==> src/rtl/ssd_scan_if.sv <==
// Symbol-bus and display-pin bundle for the 4-digit scan driver.
// master drives symbols and blink controls, slave drives the display pins.
interface ssd_scan_if;
    logic [19:0] code;
    logic [3:0]  blink_mask;
    logic        blink_sync;
    logic [3:0]  an;
    logic [6:0]  seg;
    logic        frame_start;

    modport master (
        output code, blink_mask, blink_sync,
        input  an, seg, frame_start
    );

    modport slave (
        input  code, blink_mask, blink_sync,
        output an, seg, frame_start
    );
endinterface

==> src/rtl/ssd_scan_driver.sv <==
// 4-digit common-anode 7-segment scan driver with frame-locked symbol
// reload, per-digit blinking and anode guard time against ghosting.
module ssd_scan_driver #(
    parameter int CLK_HZ     = 100_000_000,
    parameter int REFRESH_HZ = 1000,
    parameter int BLINK_HZ   = 1,
    parameter int GUARD_CYC  = 2
) (
    input  logic       clk,
    input  logic       rst,
    ssd_scan_if.slave  bus
);
    localparam int DIGIT_DIV  = CLK_HZ / REFRESH_HZ;
    localparam int BLINK_HALF = CLK_HZ / (2 * BLINK_HZ);
    localparam int DW = (DIGIT_DIV > 1) ? $clog2(DIGIT_DIV) : 1;
    localparam int BW = (BLINK_HALF > 1) ? $clog2(BLINK_HALF) : 1;
    localparam logic [19:0] BLANK4 = {4{5'h13}};

    logic [DW-1:0] div_cnt;
    logic [1:0]    idx;
    logic [19:0]   shadow;
    logic [BW-1:0] blink_cnt;
    logic          phase_off;
    logic [3:0]    an_q;
    logic [6:0]    seg_q;
    logic          fs_q;

    logic          tick;
    logic          guard;
    logic          blink_wrap;
    logic [4:0]    sym;
    logic [6:0]    glyph;
    logic [3:0]    an_nx;
    logic [6:0]    seg_nx;

    assign tick       = (div_cnt == DW'(DIGIT_DIV - 1));
    assign guard      = (div_cnt < DW'(GUARD_CYC));
    assign blink_wrap = (blink_cnt == BW'(BLINK_HALF - 1));

    assign bus.an          = an_q;
    assign bus.seg         = seg_q;
    assign bus.frame_start = fs_q;

    // Slot timing; symbols are latched only as slot 3 hands over to slot 0
    always_ff @(posedge clk or negedge rst) begin
        if (!rst) begin
            div_cnt <= '0;
            idx     <= 2'd0;
            shadow  <= BLANK4;
            fs_q    <= 1'b0;
        end else begin
            fs_q <= 1'b0;
            if (tick) begin
                div_cnt <= '0;
                idx     <= idx + 2'd1;
                if (idx == 2'd3) begin
                    shadow <= bus.code;
                    fs_q   <= 1'b1;
                end
            end else begin
                div_cnt <= div_cnt + DW'(1);
            end
        end
    end

    // Blink phase generator; a sync pulse restarts the ON phase
    always_ff @(posedge clk or negedge rst) begin
        if (!rst) begin
            blink_cnt <= '0;
            phase_off <= 1'b0;
        end else if (bus.blink_sync) begin
            blink_cnt <= '0;
            phase_off <= 1'b0;
        end else if (blink_wrap) begin
            blink_cnt <= '0;
            phase_off <= ~phase_off;
        end else begin
            blink_cnt <= blink_cnt + BW'(1);
        end
    end

    // Pick the symbol of the digit currently being scanned
    always_comb begin
        sym = shadow[4:0];
        unique case (idx)
            2'd0: sym = shadow[4:0];
            2'd1: sym = shadow[9:5];
            2'd2: sym = shadow[14:10];
            2'd3: sym = shadow[19:15];
        endcase
    end

    // Symbol to active-low {g,f,e,d,c,b,a}
    always_comb begin
        glyph = 7'h7F;
        case (sym)
            5'h00: glyph = 7'h40;
            5'h01: glyph = 7'h79;
            5'h02: glyph = 7'h24;
            5'h03: glyph = 7'h30;
            5'h04: glyph = 7'h19;
            5'h05: glyph = 7'h12;
            5'h06: glyph = 7'h02;
            5'h07: glyph = 7'h78;
            5'h08: glyph = 7'h00;
            5'h09: glyph = 7'h10;
            5'h0A: glyph = 7'h08;
            5'h0B: glyph = 7'h03;
            5'h0C: glyph = 7'h46;
            5'h0D: glyph = 7'h21;
            5'h0E: glyph = 7'h06;
            5'h0F: glyph = 7'h0E;
            5'h10: glyph = 7'h46;
            5'h11: glyph = 7'h47;
            5'h12: glyph = 7'h3F;
            5'h14: glyph = 7'h0C;
            5'h15: glyph = 7'h2B;
            5'h16: glyph = 7'h23;
            5'h17: glyph = 7'h2F;
            5'h18: glyph = 7'h41;
            default: glyph = 7'h7F;
        endcase
    end

    // Next pin values: dark during the guard window, blanked in blink OFF
    always_comb begin
        an_nx  = 4'hF;
        seg_nx = 7'h7F;
        if (!guard) begin
            an_nx = ~(4'b0001 << idx);
            if (!(bus.blink_mask[idx] && phase_off)) begin
                seg_nx = glyph;
            end
        end
    end

    // Registered pins so the display never sees combinational glitches
    always_ff @(posedge clk or negedge rst) begin
        if (!rst) begin
            an_q  <= 4'hF;
            seg_q <= 7'h7F;
        end else begin
            an_q  <= an_nx;
            seg_q <= seg_nx;
        end
    end
endmodule

==> src/flat_wrapper.sv <==
// flat-port wrapper written by rule: the top's interface ports become plain ports
module ssd_scan_driver_flat 
#(
    parameter int CLK_HZ     = 100_000_000,
    parameter int REFRESH_HZ = 1000,
    parameter int BLINK_HZ   = 1,
    parameter int GUARD_CYC  = 2
)
  (clk, rst, bus_code, bus_blink_mask, bus_blink_sync, bus_an, bus_seg, bus_frame_start);
  ssd_scan_if bus_i ();
  input  logic clk;
  input  logic rst;
  input wire logic [$bits(bus_i.code)-1:0] bus_code;
  input wire logic [$bits(bus_i.blink_mask)-1:0] bus_blink_mask;
  input wire logic [$bits(bus_i.blink_sync)-1:0] bus_blink_sync;
  output wire logic [$bits(bus_i.an)-1:0] bus_an;
  output wire logic [$bits(bus_i.seg)-1:0] bus_seg;
  output wire logic [$bits(bus_i.frame_start)-1:0] bus_frame_start;
  assign bus_i.code = bus_code;
  assign bus_i.blink_mask = bus_blink_mask;
  assign bus_i.blink_sync = bus_blink_sync;
  assign bus_an = bus_i.an;
  assign bus_seg = bus_i.seg;
  assign bus_frame_start = bus_i.frame_start;
  ssd_scan_driver #(.CLK_HZ(CLK_HZ), .REFRESH_HZ(REFRESH_HZ), .BLINK_HZ(BLINK_HZ), .GUARD_CYC(GUARD_CYC)) u_core (.clk(clk), .rst(rst), .bus(bus_i));
endmodule
==> config.mk <==
export PLATFORM = sky130hd
export DESIGN_NAME = ssd_scan_driver_flat
export DESIGN_NICKNAME = d
export VERILOG_FILES = /design/src/rtl/ssd_scan_if.sv /design/src/rtl/ssd_scan_driver.sv /design/src/flat_wrapper.sv
export SDC_FILE = /design/constraint.sdc
export NUM_CORES = 1
export LEC_CHECK = 0
export BUFFER_PORTS_ARGS = -buffer_cell sky130_fd_sc_hd__buf_2
export CAP_MARGIN = 10
export CORE_ASPECT_RATIO = 1.2
export CORE_MARGIN = 4
export CORE_UTILIZATION = 35
export CTS_BUF_LIST = sky130_fd_sc_hd__clkbuf_4
export CTS_CLUSTER_SIZE = 16
export DETAILED_ROUTE_END_ITERATION = 12
export HOLD_SLACK_MARGIN = 0.06
export PLACE_DENSITY = 0.64
export SLEW_MARGIN = 5
export SYNTH_ARGS = -nofsm -noshare
export SYNTH_HDL_FRONTEND = slang
export SYNTH_SLANG_ARGS = --single-unit
==> constraint.sdc <==
create_clock -name clk -period 2.4 [get_ports clk]
set_clock_uncertainty 0.05 [all_clocks]
set_input_delay 0.12 -clock clk [delete_from_list [all_inputs] [get_ports clk]]
set_output_delay 0.12 -clock clk [all_outputs]
set_load 0.01 [all_outputs]
==> flow_summary.yaml <==
timing:
  final_max_slew_viol_count: 0
  tightest_slew_ns: 0.941
  timing.final.crit_share_pct: 102
  min_period_ns: 2.46
  rsz0062_at_grt: "true"
  hold_viol: 0
  finalSetupTns_ns: -0.0573
  fin_ws_ns: -0.0573
  setup_viol: 1
  slew_headroom_pct: 37.3
  max_freq_mhz: 407
logic_synthesis:
  post-synth-top-area-cell: "dfrtp_1"
  synth-seq-area-share_pct: 50.4
  syn_area_per_cell_sq_um: 10.9
  synthArstFlopShare_pct: 100
  yosysUniqueCellTypes: 46
  netlist_instances: 360
  synth-seq-cells: 78
  synth_edf_count: 0
  yosysTopAreaCellShare_pct: 35.1
  synthesis.nets: 400
  synthTopCellsByArea: "dfrtp_1 (35%), dfstp_2 (15%), mux2_2 (6.6%)"
  syn_area_sq_mm: 0.00393
  synth_ff_type: "dfrtp_1"
  yosysWarningCount: 0
route:
  drc_errors: 0
  met3_length_um: 218
  ant_nets: 0
  first_pass_iters: 4
  first_iter_violations: 224
  topRoutingLayerUsed: "met4"
  wirelength_um: 8750
  wl_met1_um: 3880
  vias_per_cell: 5.10
  routedWlPerCell_um: 14.5
  wl_met2_um: 4440
  num_vias: 3074
worst_setup_path:
  r2r_cells: 7
  cp_slowest_cell: "dfrtp_2"
  critPathKind: "register to register"
  crit_buf_inv: 1
  path_common_cell: "a21oi_1"
  cp-start-kind: "register"
  worstPathRequired_ns: 2.70
  critical_path.top_delay_family: "compound AO/OA/AOI/OAI gates"
  path_max_fanout: 8
  r2r_slack_ns: -0.06
  critPathCaptureType: "register"
  crit_chain: "ha_4, buf_4, a222oi_1, mux2_4, a21oi_1, a21oi_1, or4b_1"
  crit_arrival_ns: 2.75
  timing.rr.end: "u_core.bus.seg[3]"
  r2r_start: "u_core.idx[0]"
  cp_slowest_stage_delay_ns: 0.50
pwr:
  power.switching_w: 0.000621
  p_leak_nw: 2.20
  finalPower_w: 0.00254
  p_int_w: 0.00192
  sw_frac_of_total_pct: 24.4
  ir_worst_vdd_mv: 0.419
  sequentialPowerShare_pct: 54.5
  pwr-share-clk_pct: 35.7
  power.density_mw_per_mm2: 500
  comb_power_share_pct: 9.8
global_routing:
  globalRouteOverflowTotal: 0
  grt_pass1_vias: 3113
  grt_pass1_wl_um: 14600
  antenna_found_initial: 0
  grt_usage_pct: 14.0
  grt_start_max_net_pins: 76
finish:
  utilization_pct: 46.3
  area_delta_synth_final_pct: 29.5
  nets: 505
  fill_cells: 975
  drive_gt1_share_pct: 35.5
clock_network:
  cts-root-buf: "clkbuf_4"
  cts_sinks: 78
  htreeDepth: 3
  clk_latency_ns: 0.43
  clockBufferDepth: 2
  cts_tree: "yes"
  cts_buffers: 9
  clk_pin_slew_ns: 0.14
die:
  io_pins: 39
  rows: 42
  start_util_pct: 35.7
  fp.dieW_um: 105
  dieHeight_um: 124
  coreArea_sq_mm: 0.0110
  die_area_sq_mm: 0.0130
run_status:
  violations: "setup timing"
  status: "finished, violations left"
placement:
  dpl.hpwl_um: 5870
  gp_congestion: 0.869
  io_buffers: 38
  dp_slack_ns: -0.0756
flow_run:
  maxCapViolCount: 0
min_path:
  holdCritPathClass: "primary input to async pin"
[through the flow]
stage | instances | cell area (sq um) | hold WS [ns]
2_1_floorplan | 360 | 3960 | -0.226
3_3_place_gp | 556 | 4520 | 0.270
3_5_place_dp | 556 | 4520 | 0.275
4_1_cts | 601 | 5050 | 0.300
5_1_grt | 602 | 5080 | 0.325
6_report | 603 | 5080 | 0.305
[power groups by stage]
stage                     clock [W]  sequential (W)  combinational (W)
after floorplan                   0         0.00141          0.0000988
after global placement            0         0.00141           0.000206
after detailed placement          0         0.00141           0.000209
after CTS                  0.000945         0.00138           0.000244
after global routing       0.000994         0.00139           0.000276
final                      0.000907         0.00138           0.000249
[cells in the final DEF (no fill, tap or decap), types with 6 or more instances in the layout]
| master | n |
|---|---|
| dfrtp_1 | 53 |
| nor2_1 | 42 |
| buf_4 | 40 |
| buf_2 | 37 |
| nand2_1 | 27 |
| nand3_1 | 24 |
| xor2_1 | 23 |
| dfstp_2 | 23 |
| mux2_2 | 22 |
| dlygate4sd3_1 | 22 |
| xnor2_1 | 17 |
| nand4_1 | 14 |
| inv_1 | 9 |
| clkbuf_4 | 9 |
| nor3_1 | 7 |
| a21oi_1 | 6 |
| ha_4 | 6 |
[worst reg2reg max path, delay by kind of cell, from the launching register on]
kind	cells	cell delay, ns
AO/OA/AOI/OAI	3	0.73
adder cells (fa/ha/maj)	1	0.20
buffers and inverters	1	0.13
flip-flops	1	0.50
multiplexers	1	0.31
AND/OR/NAND/NOR	1	0.47
[cells by family after synthesis]
group	count (synthesis)	synth area share (%)
AND/OR/NAND/NOR	139	17.7
flip-flops	78	50.4
XOR/XNOR	41	9.15
AO/OA/AOI/OAI	36	6.79
multiplexers	30	8.70
buffers and inverters	23	3.12
adder cells (fa/ha/maj)	13	4.14
[registers in the layout, indices dropped and copies added (netlist names)]
signal                  flops
u_core.phase_off            1
u_core.blink_cnt           26
u_core.bus.frame_start      1
u_core.shadow              20
u_core.bus.seg              7
u_core.bus.an               4
u_core.idx                  2
u_core.div_cnt             17
[synthesized netlist by cell type, types with 3 or more instances]
master / n
dfrtp_1: 55
nor2_1: 42
nand2_1: 27
nand3_1: 24
dfstp_2: 23
mux2_2: 23
xor2_1: 23
xnor2_1: 18
nand4_1: 14
ha_1: 13
inv_1: 13
nor3_1: 7
a21oi_1: 6
mux2i_1: 6
o21ai_0: 5
and3_1: 4
buf_2: 4
nor4_1: 4
o211ai_1: 4
a222oi_1: 3
a22o_1: 3
a22oi_1: 3
and4_1: 3
nor2b_1: 3
[repair_timing]
| item | in CTS | in global routing |
|---|---|---|
| hold endpoints to repair | 77 | 0 |
| setup buffers | 7 | 1 |
| pin swaps | 5 | 7 |
| hold buffers | 22 | 0 |
| setup endpoints to repair | 5 | 7 |
| resized for setup | 20 | 9 |
[worst max path at each step]
stage,slack [ns],end,depth (start not counted),start
2_1_floorplan,0.01,u_core.bus.seg[3],9,u_core.idx[0]
3_3_place_gp,0.03,u_core.bus.seg[3],10,u_core.idx[1]
3_5_place_dp,-0.08,u_core.bus.seg[3],10,u_core.idx[1]
4_1_cts,-0.02,u_core.bus.seg[3],9,u_core.idx[0]
5_1_grt,-0.15,u_core.bus.seg[3],9,u_core.idx[0]
6_report,-0.06,u_core.bus.seg[3],7,u_core.idx[0]
[area by class of cell]
class / count / area (sq um) / share of cell area (%)
Inverter: 13 / 53.8 / 1.06
Antenna cell: 1 / 2.50 / 0.0492
Tap cell: 132 / 165 / 3.25
Sequential cell: 78 / 1980 / 39.0
Clock buffer: 9 / 67.6 / 1.33
Clock inverter: 7 / 97.6 / 1.92
Multi-Input combinational cell: 259 / 1940 / 38.2
Timing Repair Buffer: 104 / 771 / 15.2
[layer usage]
| layer | global-route usage (%) | vias up |
|---|---|---|
| li1 | - | 1487 |
| met1 | 17.6 | 1512 |
| met2 | 23.4 | 58 |
| met3 | 3.16 | 17 |
| met4 | 6.32 | 0 |
| met5 | 0 | - |
(Power assumes the default switching activity.)
